## src/rtl/stream_serializer_pkg.sv

```systemverilog
// stream_serializer_pkg: shared word-count type, count clamping helper and ratio limit
package stream_serializer_pkg;
  localparam int RATIO_MIN = 2;
  // Wide enough for any practical ratio; callers resize to their own CW.
  typedef logic [7:0] wcount_t;
  // Effective narrow-word count of a wide beat: full unless a final beat names a legal count.
  function automatic wcount_t clamp_words(input logic last, input wcount_t words, input int ratio);
    return (!last || words == '0 || int'(words) > ratio) ? wcount_t'(ratio) : words;
  endfunction
endpackage

```

## src/rtl/stream_serializer.sv

```systemverilog
// stream_serializer: unpacks one RATIO*DATA_WIDTH beat into up to RATIO narrow beats, LSB word first
module stream_serializer
  import stream_serializer_pkg::*;
#(
  parameter int DATA_WIDTH = 32,
  parameter int RATIO = 4,
  parameter int CW = $clog2(RATIO + 1)
) (
  input  logic                        clk,
  input  logic                        rst,
  input  logic [RATIO*DATA_WIDTH-1:0] s_data,
  input  logic [CW-1:0]               s_words,
  input  logic                        s_last,
  input  logic                        s_valid,
  output logic                        s_ready,
  output logic [DATA_WIDTH-1:0]       m_data,
  output logic                        m_last,
  output logic                        m_valid,
  input  logic                        m_ready
);
  if (RATIO < RATIO_MIN) begin : g_bad_ratio
    $error("stream_serializer: RATIO must be at least 2");
  end
  typedef enum logic {IDLE, SEND} state_t;
  state_t                      state_q, state_d;
  logic [CW-1:0]               idx_q, idx_d, n_q, n_d;
  logic                        last_q, last_d;
  logic [RATIO*DATA_WIDTH-1:0] data_q, data_d;
  logic                        last_word, in_xfer, out_xfer;
  assign last_word = idx_q == n_q - CW'(1);
  assign m_valid   = state_q == SEND;
  assign m_data    = data_q[idx_q*DATA_WIDTH +: DATA_WIDTH];
  assign m_last    = m_valid && last_q && last_word;
  assign out_xfer  = m_valid && m_ready;
  // A new beat is taken while idle or in the same cycle the final word of the held beat leaves.
  assign s_ready   = !rst && (state_q == IDLE || (out_xfer && last_word));
  assign in_xfer   = s_valid && s_ready;
  // Holding register and word index: reload on input accept, otherwise step through words.
  always_comb begin
    state_d = state_q;
    idx_d   = idx_q;
    n_d     = n_q;
    last_d  = last_q;
    data_d  = data_q;
    if (in_xfer) begin
      state_d = SEND;
      idx_d   = '0;
      n_d     = CW'(clamp_words(s_last, wcount_t'(s_words), RATIO));
      last_d  = s_last;
      data_d  = s_data;
    end else if (out_xfer) begin
      state_d = last_word ? IDLE : SEND;
      idx_d   = last_word ? idx_q : idx_q + CW'(1);
    end
  end
  // State register; reset discards any partially sent beat.
  always_ff @(posedge clk or posedge rst) begin
    if (rst) begin
      state_q <= IDLE;
      idx_q   <= '0;
      n_q     <= '0;
      last_q  <= 1'b0;
      data_q  <= '0;
    end else begin
      state_q <= state_d;
      idx_q   <= idx_d;
      n_q     <= n_d;
      last_q  <= last_d;
      data_q  <= data_d;
    end
  end
endmodule

```

## config.mk

```make
export PLATFORM = sky130hd
export DESIGN_NAME = stream_serializer
export DESIGN_NICKNAME = d
export VERILOG_FILES = /design/src/rtl/stream_serializer_pkg.sv /design/src/rtl/stream_serializer.sv
export SDC_FILE = /design/constraint.sdc
export NUM_CORES = 1
export LEC_CHECK = 0
export ABC_CLOCK_PERIOD_IN_PS = 9100
export BUFFER_PORTS_ARGS = -buffer_cell sky130_fd_sc_hd__buf_2
export CAP_MARGIN = 5
export CORE_UTILIZATION = 35
export CTS_CLUSTER_SIZE = 8
export DETAILED_ROUTE_END_ITERATION = 12
export PLACE_DENSITY_LB_ADDON = 0.1
export SYNTH_ARGS = -nofsm -noshare
export SYNTH_HDL_FRONTEND = slang
export SYNTH_SLANG_ARGS = --single-unit
```

## constraint.sdc

```tcl
create_clock -name clk -period 9.1 [get_ports clk]
set_input_delay 1.365 -clock clk [delete_from_list [all_inputs] [get_ports clk]]
set_output_delay 1.365 -clock clk [all_outputs]
set_load 0.01 [all_outputs]
```

==> impl_metrics.json <==
{
  "min_path_type": "reg2reg",
  "ctsLongestPathBuffers": 2,
  "fin_util_pct": 44.8,
  "grt_pass1_wl_microns": 22000,
  "hold_viol": 0,
  "path_class": "in2reg",
  "crit_fanout": 61,
  "ios": 171,
  "cts_hold_buf": 0,
  "synth_most_common_cell": "dfrtp_1",
  "setup_violations": 0,
  "cp.arrival_ns": 4.77,
  "hold-worst-slack_ns": 0.478,
  "slowest_stage": "a21oi_4",
  "synth_ff_type": "dfrtp_1",
  "gp_congestion": 0.748,
  "worstPathRequired_ns": 9.39,
  "first_global_vias": 4210,
  "io_buffers": 170,
  "start_util_pct": 36.1,
  "ys_seq_elements": 136,
  "fmax_mhz": 223,
  "vias_per_cell": 4.79,
  "finalCritPeriodShare_pct": 49.2,
  "antenna_found_initial": 1,
  "final_layout_size_suffix_gt1_share_pct": 53.1,
  "cts.sinks": 136,
  "wl_microns": 13800,
  "die_y_microns": 136,
  "cts-buffers-inserted": 17,
  "die-area_sq_mm": 0.0185,
  "drt_iter0_drc": 86,
  "power_density_mw_per_mm2": 345,
  "synth-edff-count": 0,
  "die_w_microns": 136,
  "grt_max_degree": 81,
  "top_layer": "met4",
  "cts_resized": 0,
  "wl_per_cell_microns": 17.2,
  "yosysWarningCount": 0,
  "finalSetupTns_ns": 0,
  "yosysTopAreaCellShare_pct": 54.2,
  "clkSlewWorstSetupHoldPaths_ns": 0.05,
  "dpl-instance-area_sq_mm": 0.00724,
  "crit_path_start_kind": "input port",
  "synth_area_per_cell_sq_um": 15.9,
  "syn_nets": 532,
  "min_period_ns": 4.48,
  "clock_skew_ns": 0.00814,
  "area_delta_synth_final_pct": 24.3,
  "cts-root-buf": "clkbuf_16",
  "route.met3.wl_microns": 947,
  "async_flop_share_pct": 100,
  "synth.largest_area_cell": "dfrtp_1",
  "slowest_delay_ns": 0.82,
  "diodes": 0,
  "critPathCaptureType": "flop",
  "crit_chain": "buf_2, inv_6, nand2_1, a21oi_4, buf_4, buf_4, mux2_2",
  "crit_top_cell": "buf_4",
  "clk_latency_ns": 0.41,
  "critPathBufInv": 4,
  "route.met2.wl_microns": 6770,
  "num_vias": 3829,
  "slew_viol_final": 0,
  "drc_errors": 0,
  "drt-pass1-iter-count": 4,
  "synth_cell_types": 29,
  "synthCells": 394,
  "cts_setup_buffers": 0,
  "leakagePower_nw": 3.57,
  "yosysSeqAreaShare_pct": 54.2,
  "critPathTopFamily": "buffers and inverters",
  "htreeDepth": 4,
  "cts_tree": "done",
  "worstMarginPinSlew_ns": 1.01,
  "relSlewSlack_pct": 32.8,
  "max_cap_violations": 0,
  "met1Wirelength_microns": 5880,
  "dp_hpwl_microns": 9110,
  "synth_area_sq_mm": 0.00628,
  "track_usage_pct": 16.0,
  "grt_overflow": 0,
  "synth_common_cells": "136 x dfrtp_1, 67 x mux2_1, 63 x mux2_2, 34 x nor2b_1, 32 x mux4_2",
  "synth.area.top_cells": "dfrtp_1 54%, mux2_1 12%, mux4_2 11%",
  "rsz0062_at_grt": "false",
  "nFillCells": 1627,
  "status": "finished clean",
  "ir_drop_mv": 0.147,
  "rows": 48,
  "coreArea_sq_mm": 0.0174,
  "nets": 700,
  "final_area_sq_mm": 0.00781,
  "ant_nets": 0
}
-- worst register-to-register path: stages, from the launching register on --
cell     delay [ns]
dfrtp_1        0.35
inv_1          0.06
ha_1           0.30
xor2_1         0.24
nand4_2        0.23
a21oi_4        0.85
buf_4          0.62
buf_4          0.76
mux2_2         0.47
-- worst paths after layout --
check | from | endpoint | slack (ns) | depth (start not counted)
max | rst | data_q[0]$_DFFE_PP0P_ | 4.62 | 7
min | data_q[36]$_DFFE_PP0P_ | data_q[36]$_DFFE_PP0P_ | 0.48 | 1
max reg2reg | n_q[0]$_DFFE_PP0P_ | data_q[0]$_DFFE_PP0P_ | 5.09 | 8
min reg2reg | data_q[36]$_DFFE_PP0P_ | data_q[36]$_DFFE_PP0P_ | 0.48 | 1
max in group asynchronous | rst | idx_q[1]$_DFFE_PP0P_ | 6.64 | 3
min in group asynchronous | rst | data_q[3]$_DFFE_PP0P_ | 1.01 | 2
-- where the power goes --
group	switching (W)	total, W	internal, W	leakage, nW
logic	0.000400	0.000989	0.000589	1.66
clock network	0.000246	0.000659	0.000413	0.276
registers	0.000141	0.00105	0.000907	1.64
-- metal layers --
layer	vias to the layer above	track usage [%]
met5	-	0
met4	0	6.05
met3	12	5.26
met2	111	26.0
met1	1932	19.7
li1	1774	-
-- area by class of cell --
class | count | area (sq um) | area share, %
Clock buffer | 22 | 464 | 5.95
Clock inverter | 9 | 100 | 1.28
Inverter | 3 | 16.3 | 0.208
Multi-Input combinational cell | 228 | 2640 | 33.9
Sequential cell | 136 | 3410 | 43.6
Tap cell | 225 | 282 | 3.61
Timing Repair Buffer | 176 | 896 | 11.5
-- placed cells by master (no fill, tap or decap), drive strengths merged --
cell type  instances
xnor3              1
a22o               1
dfrtp            136
o21ai              3
mux2             130
nand4b             1
clkbuf            22
a221o              1
clkinv             5
buf              176
inv                3
nand3b             1
and3               2
ha                 2
nand2              6
xor2               2
nand4              2
nand2b             2
nor2b             34
bufinv             2
a21boi             1
mux4              32
mux2i              2
a21oi              4
nand3              1
clkinvlp           2
-- cells by family (layout without fill, tap and decap cells) --
kind of cell | Yosys count | in the layout | share of synthesized area [%]
compound gates | 10 | 10 | 1.16
xor+xnor | 3 | 3 | 0.658
fa+ha+maj | 2 | 2 | 0.398
buf+inv | 30 | 210 | 3.71
flops | 136 | 136 | 54.2
mux | 164 | 164 | 35.1
simple gates | 49 | 49 | 4.78
-- stage by stage --
stage	instances	setup slack, ns	total power [W]
after floorplan	394	3.25	0.00180
after global placement	768	4.22	0.00204
after detailed placement	768	4.09	0.00207
after CTS	799	4.53	0.00275
after global routing	799	4.22	0.00288
final	799	4.62	0.00270
-- sequential cells by signal (all words and copies together), names as in the netlist --
name and count:
data_q 128, n_q 3, last_q 1, idx_q 3, m_valid 1
(Power assumes the default switching activity.)
